[src/rtl/arm_mc_controller.sv]
// ---------------------------------------------------------------------------
// arm_mc_controller
//
// Control unit for the multicycle ARM core. It holds the main FSM, the ALU
// decoder, the condition-check logic, the NZCV flags register and the
// registered condition-pass bit. It drives every datapath select/enable.
//
// Ports:
//   clk        in   system clock, rising edge
//   reset      in   asynchronous active-low reset
//   Instr      in   [31:0] latched instruction (IR output)
//   ALUFlags   in   [3:0]  {N,Z,C,V} from the ALU, combinational
//   PCWrite    out  PC register enable
//   RegWrite   out  register-file write enable
//   MemWrite   out  data-memory write strobe
//   IRWrite    out  instruction register enable
//   AdrSrc     out  0 = PC, 1 = Result as memory address
//   RegSrc     out  [1:0] [0] selects R15 for RA1, [1] selects Rd for RA2
//   ALUSrcA    out  [1:0] 00 = A reg, 01 = PC
//   ALUSrcB    out  [1:0] 00 = WriteData, 01 = ExtImm, 10 = constant 4
//   ResultSrc  out  [1:0] 00 = ALUOut, 01 = Data, 10 = ALUResult
//   ImmSrc     out  [1:0] 00 = imm8, 01 = imm12, 10 = branch imm24
//   ALUControl out  [2:0] 000 ADD, 001 SUB, 010 AND, 011 ORR
//   State      out  [3:0] current FSM state (debug)
//
// Parameter FETCH_ONLY_UNDEF: 1 -> Op=11 goes DECODE->FETCH with no side
// effects; 0 -> Op=11 parks the FSM in UNKNOWN until reset.
//
// Optional feature macro CTRL_CMP_EN: when defined, cmd 1010 with S=1 (CMP)
// decodes as a flag-setting SUB with no register write-back.
// ---------------------------------------------------------------------------
module arm_mc_controller #(
  parameter bit FETCH_ONLY_UNDEF = 1'b1
) (
  input  logic        clk,
  input  logic        reset,
  input  logic [31:0] Instr,
  input  logic [3:0]  ALUFlags,
  output logic        PCWrite,
  output logic        RegWrite,
  output logic        MemWrite,
  output logic        IRWrite,
  output logic        AdrSrc,
  output logic [1:0]  RegSrc,
  output logic [1:0]  ALUSrcA,
  output logic [1:0]  ALUSrcB,
  output logic [1:0]  ResultSrc,
  output logic [1:0]  ImmSrc,
  output logic [2:0]  ALUControl,
  output logic [3:0]  State
);

  typedef enum logic [3:0] {
    S_FETCH    = 4'd0,
    S_DECODE   = 4'd1,
    S_MEMADR   = 4'd2,
    S_MEMREAD  = 4'd3,
    S_MEMWB    = 4'd4,
    S_MEMWRITE = 4'd5,
    S_EXECUTER = 4'd6,
    S_EXECUTEI = 4'd7,
    S_ALUWB    = 4'd8,
    S_BRANCH   = 4'd9,
    S_UNKNOWN  = 4'd15
  } state_t;

  localparam logic [2:0] ALU_ADD = 3'b000;
  localparam logic [2:0] ALU_SUB = 3'b001;
  localparam logic [2:0] ALU_AND = 3'b010;
  localparam logic [2:0] ALU_ORR = 3'b011;

  state_t      state_r;
  state_t      state_next_s;
  logic [3:0]  flags_r;
  logic        cond_ok_r;

  logic [1:0]  op_s;
  logic [5:0]  funct_s;
  logic [3:0]  rd_s;
  logic [3:0]  cond_s;
  logic [3:0]  cmd_s;
  logic        s_bit_s;
  logic        rd_pc_s;
  logic        unused_bits_s;

  logic [2:0]  dp_alu_s;
  logic        dp_wr_s;
  logic        dp_flag_s;
  logic        dp_cv_s;

  logic        pc_write_s;
  logic        reg_write_s;
  logic        mem_write_s;
  logic        ir_write_s;

  assign op_s    = Instr[27:26];
  assign funct_s = Instr[25:20];
  assign rd_s    = Instr[15:12];
  assign cond_s  = Instr[31:28];
  assign cmd_s   = funct_s[4:1];
  assign s_bit_s = funct_s[0];
  assign rd_pc_s = (rd_s == 4'd15);

  // Register-number and immediate fields are consumed by the datapath only.
  assign unused_bits_s = ^{Instr[19:16], Instr[11:0]};

  // Condition evaluation over {N,Z,C,V}; code 1111 never passes.
  function automatic logic cond_ex(input logic [3:0] cond, input logic [3:0] flags);
    logic n, z, c, v;
    {n, z, c, v} = flags;
    case (cond)
      4'b0000: cond_ex = z;
      4'b0001: cond_ex = ~z;
      4'b0010: cond_ex = c;
      4'b0011: cond_ex = ~c;
      4'b0100: cond_ex = n;
      4'b0101: cond_ex = ~n;
      4'b0110: cond_ex = v;
      4'b0111: cond_ex = ~v;
      4'b1000: cond_ex = c & ~z;
      4'b1001: cond_ex = ~c | z;
      4'b1010: cond_ex = (n == v);
      4'b1011: cond_ex = (n != v);
      4'b1100: cond_ex = ~z & (n == v);
      4'b1101: cond_ex = z | (n != v);
      4'b1110: cond_ex = 1'b1;
      default: cond_ex = 1'b0;
    endcase
  endfunction

  // FSM state register.
  always_ff @(posedge clk or negedge reset) begin
    if (!reset) begin
      state_r <= S_FETCH;
    end else begin
      state_r <= state_next_s;
    end
  end

  // Condition-pass bit, sampled once per instruction in DECODE.
  always_ff @(posedge clk or negedge reset) begin
    if (!reset) begin
      cond_ok_r <= 1'b0;
    end else if (state_r == S_DECODE) begin
      cond_ok_r <= cond_ex(cond_s, flags_r);
    end
  end

  // NZCV register: written on the edge leaving an execute state. C/V hold
  // for logical ops, which do not produce meaningful carry/overflow.
  always_ff @(posedge clk or negedge reset) begin
    if (!reset) begin
      flags_r <= 4'b0000;
    end else if (((state_r == S_EXECUTER) || (state_r == S_EXECUTEI)) &&
                 cond_ok_r && s_bit_s && dp_flag_s) begin
      flags_r[3:2] <= ALUFlags[3:2];
      if (dp_cv_s) begin
        flags_r[1:0] <= ALUFlags[1:0];
      end
    end
  end

  // ALU decoder for data-processing commands.
  always_comb begin
    dp_alu_s  = ALU_ADD;
    dp_wr_s   = 1'b0;
    dp_flag_s = 1'b0;
    dp_cv_s   = 1'b0;
    case (cmd_s)
      4'b0100: begin dp_alu_s = ALU_ADD; dp_wr_s = 1'b1; dp_flag_s = 1'b1; dp_cv_s = 1'b1; end
      4'b0010: begin dp_alu_s = ALU_SUB; dp_wr_s = 1'b1; dp_flag_s = 1'b1; dp_cv_s = 1'b1; end
      4'b0000: begin dp_alu_s = ALU_AND; dp_wr_s = 1'b1; dp_flag_s = 1'b1; dp_cv_s = 1'b0; end
      4'b1100: begin dp_alu_s = ALU_ORR; dp_wr_s = 1'b1; dp_flag_s = 1'b1; dp_cv_s = 1'b0; end
`ifdef CTRL_CMP_EN
      4'b1010: begin
        // CMP only exists in its flag-setting form; without S it is unsupported.
        if (s_bit_s) begin
          dp_alu_s  = ALU_SUB;
          dp_flag_s = 1'b1;
          dp_cv_s   = 1'b1;
        end else begin
          dp_alu_s  = ALU_ADD;
          dp_flag_s = 1'b0;
          dp_cv_s   = 1'b0;
        end
      end
`endif
      default: begin dp_alu_s = ALU_ADD; dp_wr_s = 1'b0; dp_flag_s = 1'b0; dp_cv_s = 1'b0; end
    endcase
  end

  // Next-state and per-state control decode.
  always_comb begin
    state_next_s = S_FETCH;
    pc_write_s   = 1'b0;
    reg_write_s  = 1'b0;
    mem_write_s  = 1'b0;
    ir_write_s   = 1'b0;
    AdrSrc       = 1'b0;
    ALUSrcA      = 2'b00;
    ALUSrcB      = 2'b00;
    ResultSrc    = 2'b00;
    ALUControl   = ALU_ADD;
    case (state_r)
      S_FETCH: begin
        ir_write_s   = 1'b1;
        pc_write_s   = 1'b1;
        ALUSrcA      = 2'b01;
        ALUSrcB      = 2'b10;
        ResultSrc    = 2'b10;
        state_next_s = S_DECODE;
      end
      S_DECODE: begin
        // PC+4 again so that R15 reads PC+8.
        ALUSrcA = 2'b01;
        ALUSrcB = 2'b10;
        ResultSrc = 2'b10;
        case (op_s)
          2'b01:   state_next_s = S_MEMADR;
          2'b00:   state_next_s = funct_s[5] ? S_EXECUTEI : S_EXECUTER;
          2'b10:   state_next_s = S_BRANCH;
          default: state_next_s = FETCH_ONLY_UNDEF ? S_FETCH : S_UNKNOWN;
        endcase
      end
      S_MEMADR: begin
        ALUSrcB      = 2'b01;
        ALUControl   = funct_s[3] ? ALU_ADD : ALU_SUB;
        state_next_s = funct_s[0] ? S_MEMREAD : S_MEMWRITE;
      end
      S_MEMREAD: begin
        AdrSrc       = 1'b1;
        state_next_s = S_MEMWB;
      end
      S_MEMWB: begin
        ResultSrc    = 2'b01;
        reg_write_s  = cond_ok_r;
        pc_write_s   = cond_ok_r & rd_pc_s;
        state_next_s = S_FETCH;
      end
      S_MEMWRITE: begin
        AdrSrc       = 1'b1;
        mem_write_s  = cond_ok_r;
        state_next_s = S_FETCH;
      end
      S_EXECUTER: begin
        ALUSrcB      = 2'b00;
        ALUControl   = dp_alu_s;
        state_next_s = S_ALUWB;
      end
      S_EXECUTEI: begin
        ALUSrcB      = 2'b01;
        ALUControl   = dp_alu_s;
        state_next_s = S_ALUWB;
      end
      S_ALUWB: begin
        reg_write_s  = cond_ok_r & dp_wr_s;
        pc_write_s   = cond_ok_r & dp_wr_s & rd_pc_s;
        state_next_s = S_FETCH;
      end
      S_BRANCH: begin
        ALUSrcB      = 2'b01;
        ResultSrc    = 2'b10;
        pc_write_s   = cond_ok_r;
        state_next_s = S_FETCH;
      end
      S_UNKNOWN: begin
        state_next_s = S_UNKNOWN;
      end
      default: begin
        // Unused encodings recover through FETCH.
        state_next_s = S_FETCH;
      end
    endcase
  end

  // Op-only decodes, valid in every state.
  always_comb begin
    RegSrc = {(op_s == 2'b01), (op_s == 2'b10)};
    case (op_s)
      2'b00:   ImmSrc = 2'b00;
      2'b01:   ImmSrc = 2'b01;
      2'b10:   ImmSrc = 2'b10;
      default: ImmSrc = 2'b00;
    endcase
  end

  // Enables are gated by reset directly so a mid-instruction reset
  // kills any write in flight without waiting for a clock.
  assign PCWrite  = pc_write_s  & reset;
  assign RegWrite = reg_write_s & reset;
  assign MemWrite = mem_write_s & reset;
  assign IRWrite  = ir_write_s  & reset;
  assign State    = state_r;

endmodule

[config.mk]
export PLATFORM = sky130hd
export DESIGN_NAME = arm_mc_controller
export DESIGN_NICKNAME = d
export VERILOG_FILES = /design/src/rtl/arm_mc_controller.sv
export SDC_FILE = /design/constraint.sdc
export NUM_CORES = 1
export LEC_CHECK = 0
export CELL_PAD_IN_SITES_DETAIL_PLACEMENT = 1
export CELL_PAD_IN_SITES_GLOBAL_PLACEMENT = 1
export CORE_AREA = 5 5 55 57
export DETAILED_ROUTE_END_ITERATION = 16
export DIE_AREA = 0 0 60 62
export DONT_BUFFER_PORTS = 1
export GPL_TIMING_DRIVEN = 0
export HOLD_SLACK_MARGIN = 0.15
export PLACE_DENSITY = 0.78
export SLEW_MARGIN = 25
export SYNTH_ARGS = -nofsm -noshare
export SYNTH_HDL_FRONTEND = slang
export SYNTH_SLANG_ARGS = --single-unit
export TNS_END_PERCENT = 1
[constraint.sdc]
create_clock -name clk -period 3.05 [get_ports clk]
set_clock_uncertainty 0.05 [all_clocks]
set_input_delay 0.1525 -clock clk [delete_from_list [all_inputs] [get_ports clk]]
set_output_delay 0.1525 -clock clk [all_outputs]
set_load 0.1 [all_outputs]
==> impl_metrics.sql <==
INSERT INTO impl_metrics (metric_group, metric, value, unit) VALUES
('setup_path', 'crit_type', 'flip-flop to output pin', ''),
('clock_network', 'clock_insertion_delay_worst_skew', '0.26', 'ns'),
('drt', 'firstDrtPassIters', '4', ''),
('sta', 'fmax', '0.3336', 'GHz'),
('clock_network', 'cts_setup_buffers', '0', ''),
('drt', 'route.detailed.vias_per_inst', '6.069', ''),
('clock_network', 'cts_made_buffers', '3', ''),
('outcome', 'outcome', 'completed', ''),
('placed_design', 'port-buffer-count', '0', ''),
('power', 'p_switching', '1.235', 'mW'),
('cells_and_area', 'area.growth.synth_to_final', '46.21', '%'),
('synth', 'async_flop_share', '1.000', ''),
('synth', 'netlist-cell-type-count', '53', ''),
('sta', 'rsz_0062_raised_after_global_routing', 'true', ''),
('grt', 'antenna_found_initial', '0', ''),
('drt', 'route.vias.total', '1056', ''),
('sta', 'final-hold-violation-count', '0', ''),
('power', 'irDropWorstVdd', '1376', 'uV'),
('power', 'share_comb_of_total_power', '0.744', ''),
('clock_network', 'clockRootBuffer', 'sky130_fd_sc_hd__clkbuf_4', ''),
('setup_path', 'cpLargestDelayFamily', 'compound AO/OA/AOI/OAI gates', ''),
('sta', 'report.final.setup_viol', '0', ''),
('clock_network', 'cts-root-to-sink-buffers', '2', ''),
('drt', 'antenna_violating_nets_post_route', '0', ''),
('placed_design', 'dp_cells', '159', ''),
('setup_path', 'timing.critical_path.to_type', 'output pin', ''),
('power', 'netSwitchingFraction', '0.6666', ''),
('grt', 'overall_track_demand_over_capacity_in_global_routing', '0.2075', ''),
('placed_design', 'placement.cell_area', '0.001328', 'sq mm'),
('setup_path', 'critical_path.max_stage_delay', '0.98', 'ns'),
('drt', 'routed_wl', '3646', 'um'),
('clock_network', 'clock_sink_count', '9', ''),
('drt', 'route.detailed.wl_per_inst', '20.95', 'um'),
('setup_path', 'cp_data_arrival_time', '2.80', 'ns'),
('placed_design', 'place.detailed.hpwl', '2665', 'um'),
('sta', 'worst_pin_slew', '1.100', 'ns'),
('cells_and_area', 'finalInstanceArea', '0.001473', 'sq mm'),
('die', 'floorplan.initialDensity', '0.4141', ''),
('synth', 'post_synth.cell_area_avg', '8.683', 'sq um'),
('run', 'drv.max_cap_violation_count', '0', ''),
('placed_design', 'dpl_worst_slack', '0.2111', 'ns'),
('synth', 'synth_edf_count', '0', ''),
('sta', 'slew_limit_fails', '0', ''),
('cells_and_area', 'drive_above_1_share', '0.3194', ''),
('grt', 'maximum_number_of_pins_on_one_net_before_global_route_repair', '11', ''),
('power', 'seqPwrFrac', '0.206', ''),
('grt', 'vias_in_the_first_global_route', '1230', ''),
('drt', 'drc_errors', '0', ''),
('die', 'floorplan.die.width', '60', 'um'),
('die', 'ioPinCount', '60', ''),
('power', 'internal_power', '0.6177', 'mW'),
('clock_network', 'htree_levels', '1', ''),
('cells_and_area', 'layout.cells.most_common', 'sky130_fd_sc_hd__dlygate4sd3_1', ''),
('synth', 'cell_types_with_the_largest_area_share_after_synthesis', 'sky130_fd_sc_hd__dfrtp_1 22%, sky130_fd_sc_hd__mux2_1 5.6%, sky130_fd_sc_hd__buf_4 3.7%, sky130_fd_sc_hd__nor2b_1 3.1%, sky130_fd_sc_hd__nor2_1 3.0%', ''),
('power', 'p_clk_frac', '0.050', ''),
('grt', 'grt.overflow.total', '0', ''),
('setup_path', 'worst_path_max_delay_cell', 'sky130_fd_sc_hd__a211oi_4', ''),
('cells_and_area', 'mostFrequentLayoutCells', '11 x sky130_fd_sc_hd__dlygate4sd3_1, 8 x sky130_fd_sc_hd__dfrtp_1, 7 x sky130_fd_sc_hd__nor2_1', ''),
('synth', 'postSynthRegisterBits', '9', ''),
('setup_path', 'critical_path.max_fanout', '9', ''),
('sta', 'worst_slack', '0.05239', 'ns'),
('sta', 'maxSlewHeadroom', '0.2644', ''),
('cells_and_area', 'final_nets', '183', ''),
('synth', 'synth_cells', '116', ''),
('synth', 'syn_area', '0.001007', 'sq mm'),
('cells_and_area', 'antenna_cells', '0', ''),
('die', 'floorplan.core_area', '0.002432', 'sq mm'),
('placed_design', 'gp_routability_congestion', '0.7910', ''),
('drt', 'dr.first_iter.drc_count', '43', ''),
('synth', 'synthesis.yosys.warnings', '0', ''),
('setup_path', 'crit_required', '2.85', 'ns');
[Yosys cell counts (3+ instances only)]
cell                       count
sky130_fd_sc_hd__inv_1         4
sky130_fd_sc_hd__dfrtp_1       9
sky130_fd_sc_hd__mux2_1        5
sky130_fd_sc_hd__a211oi_1      3
sky130_fd_sc_hd__o21ai_0       5
sky130_fd_sc_hd__buf_2         5
sky130_fd_sc_hd__buf_4         5
sky130_fd_sc_hd__a21o_1        3
sky130_fd_sc_hd__nand2_1       5
sky130_fd_sc_hd__xnor2_1       3
sky130_fd_sc_hd__nor3_1        5
sky130_fd_sc_hd__nor2b_1       5
sky130_fd_sc_hd__nor2_1        8
sky130_fd_sc_hd__a21oi_1       3
[cells by family after synthesis]
kind of cell	synth area share
DFF	0.2236
AOI/OAI and AO/OA	0.2199
and+or+nand+nor	0.3429
buffers and inverters	0.1081
other	0.003723
muxes	0.07577
xor gates and xnor gates	0.02609
[worst paths after layout]
kind / start / end / slack (ns) / cells after the start
max: State[0] / ResultSrc[1] / 0.05 / 3
min: Instr[28] / cond_ok_r / 0.15 / 3
max reg2reg: State[2] / flags_r[0] / 0.06 / 5
min reg2reg: flags_r[2] / flags_r[2] / 0.56 / 1
max in group asynchronous: reset / State[1] / 2.43 / 1
min in group asynchronous: reset / flags_r[3] / 0.21 / 1
[state kept, by name (all words and copies together) (netlist names)]
signal and flops:
State 4, cond_ok_r 1, flags_r 4
[final cells by class]
| class | count | area [sq um] | share of cell area |
|---|---|---|---|
| multi-input cells | 91 | 779.5 | 0.5293 |
| repair buffers | 23 | 294.0 | 0.1997 |
| flip-flops and latches | 9 | 226.5 | 0.1538 |
| plain buffers | 12 | 85.08 | 0.05777 |
| well taps | 30 | 37.54 | 0.02549 |
| clock buffers | 4 | 26.28 | 0.01784 |
| inverters | 5 | 23.77 | 0.01614 |
[through the flow]
step	TNS [ns]	util	total power, mW
final	0	0.6055	1.853
after global routing	-0.006848	0.6055	1.921
after CTS	0	0.6008	1.838
after detailed placement	0	0.5458	1.725
after global placement	-4.786	0.4388	1.410
after floorplan	-3.662	-	1.324
[metal layers]
| metal | vias to the layer above | wire (um) | GRT usage | share of wire |
|---|---|---|---|---|
| li1 | 478 | - | - | - |
| met3 | 10 | 205 | 0.04339 | 0.056 |
| met4 | 0 | 105 | 0.1013 | 0.029 |
| met1 | 528 | 1318 | 0.2175 | 0.36 |
| met5 | - | 0 | 0 | 0 |
| met2 | 40 | 2016 | 0.3920 | 0.55 |
[worst register-to-register path, cell delays in order (launching register included)]
cell	delay (ns)
sky130_fd_sc_hd__dfrtp_1	1.02
sky130_fd_sc_hd__nand3b_4	0.19
sky130_fd_sc_hd__or2_4	0.32
sky130_fd_sc_hd__nor4_4	0.29
sky130_fd_sc_hd__mux2_1	0.39
sky130_fd_sc_hd__dlygate4sd3_1	0.61
[repair_timing]
action	in CTS	in global routing
hold buffers	10	1
endpoints found under the setup margin	1	2
endpoints found under the hold margin	17	1
resized for setup	1	1
pin swaps	0	0
cloned	0	0
[power groups by stage]
stage,Combinational (mW),Sequential [mW],Clock (mW)
floorplan,0.958,0.366,0
global placement,1.03,0.379,0
detailed placement,1.34,0.382,0
CTS,1.37,0.380,0.0905
global route,1.44,0.386,0.0979
finish,1.38,0.382,0.0928
No activity file was read; power rests on OpenSTA's default activity.
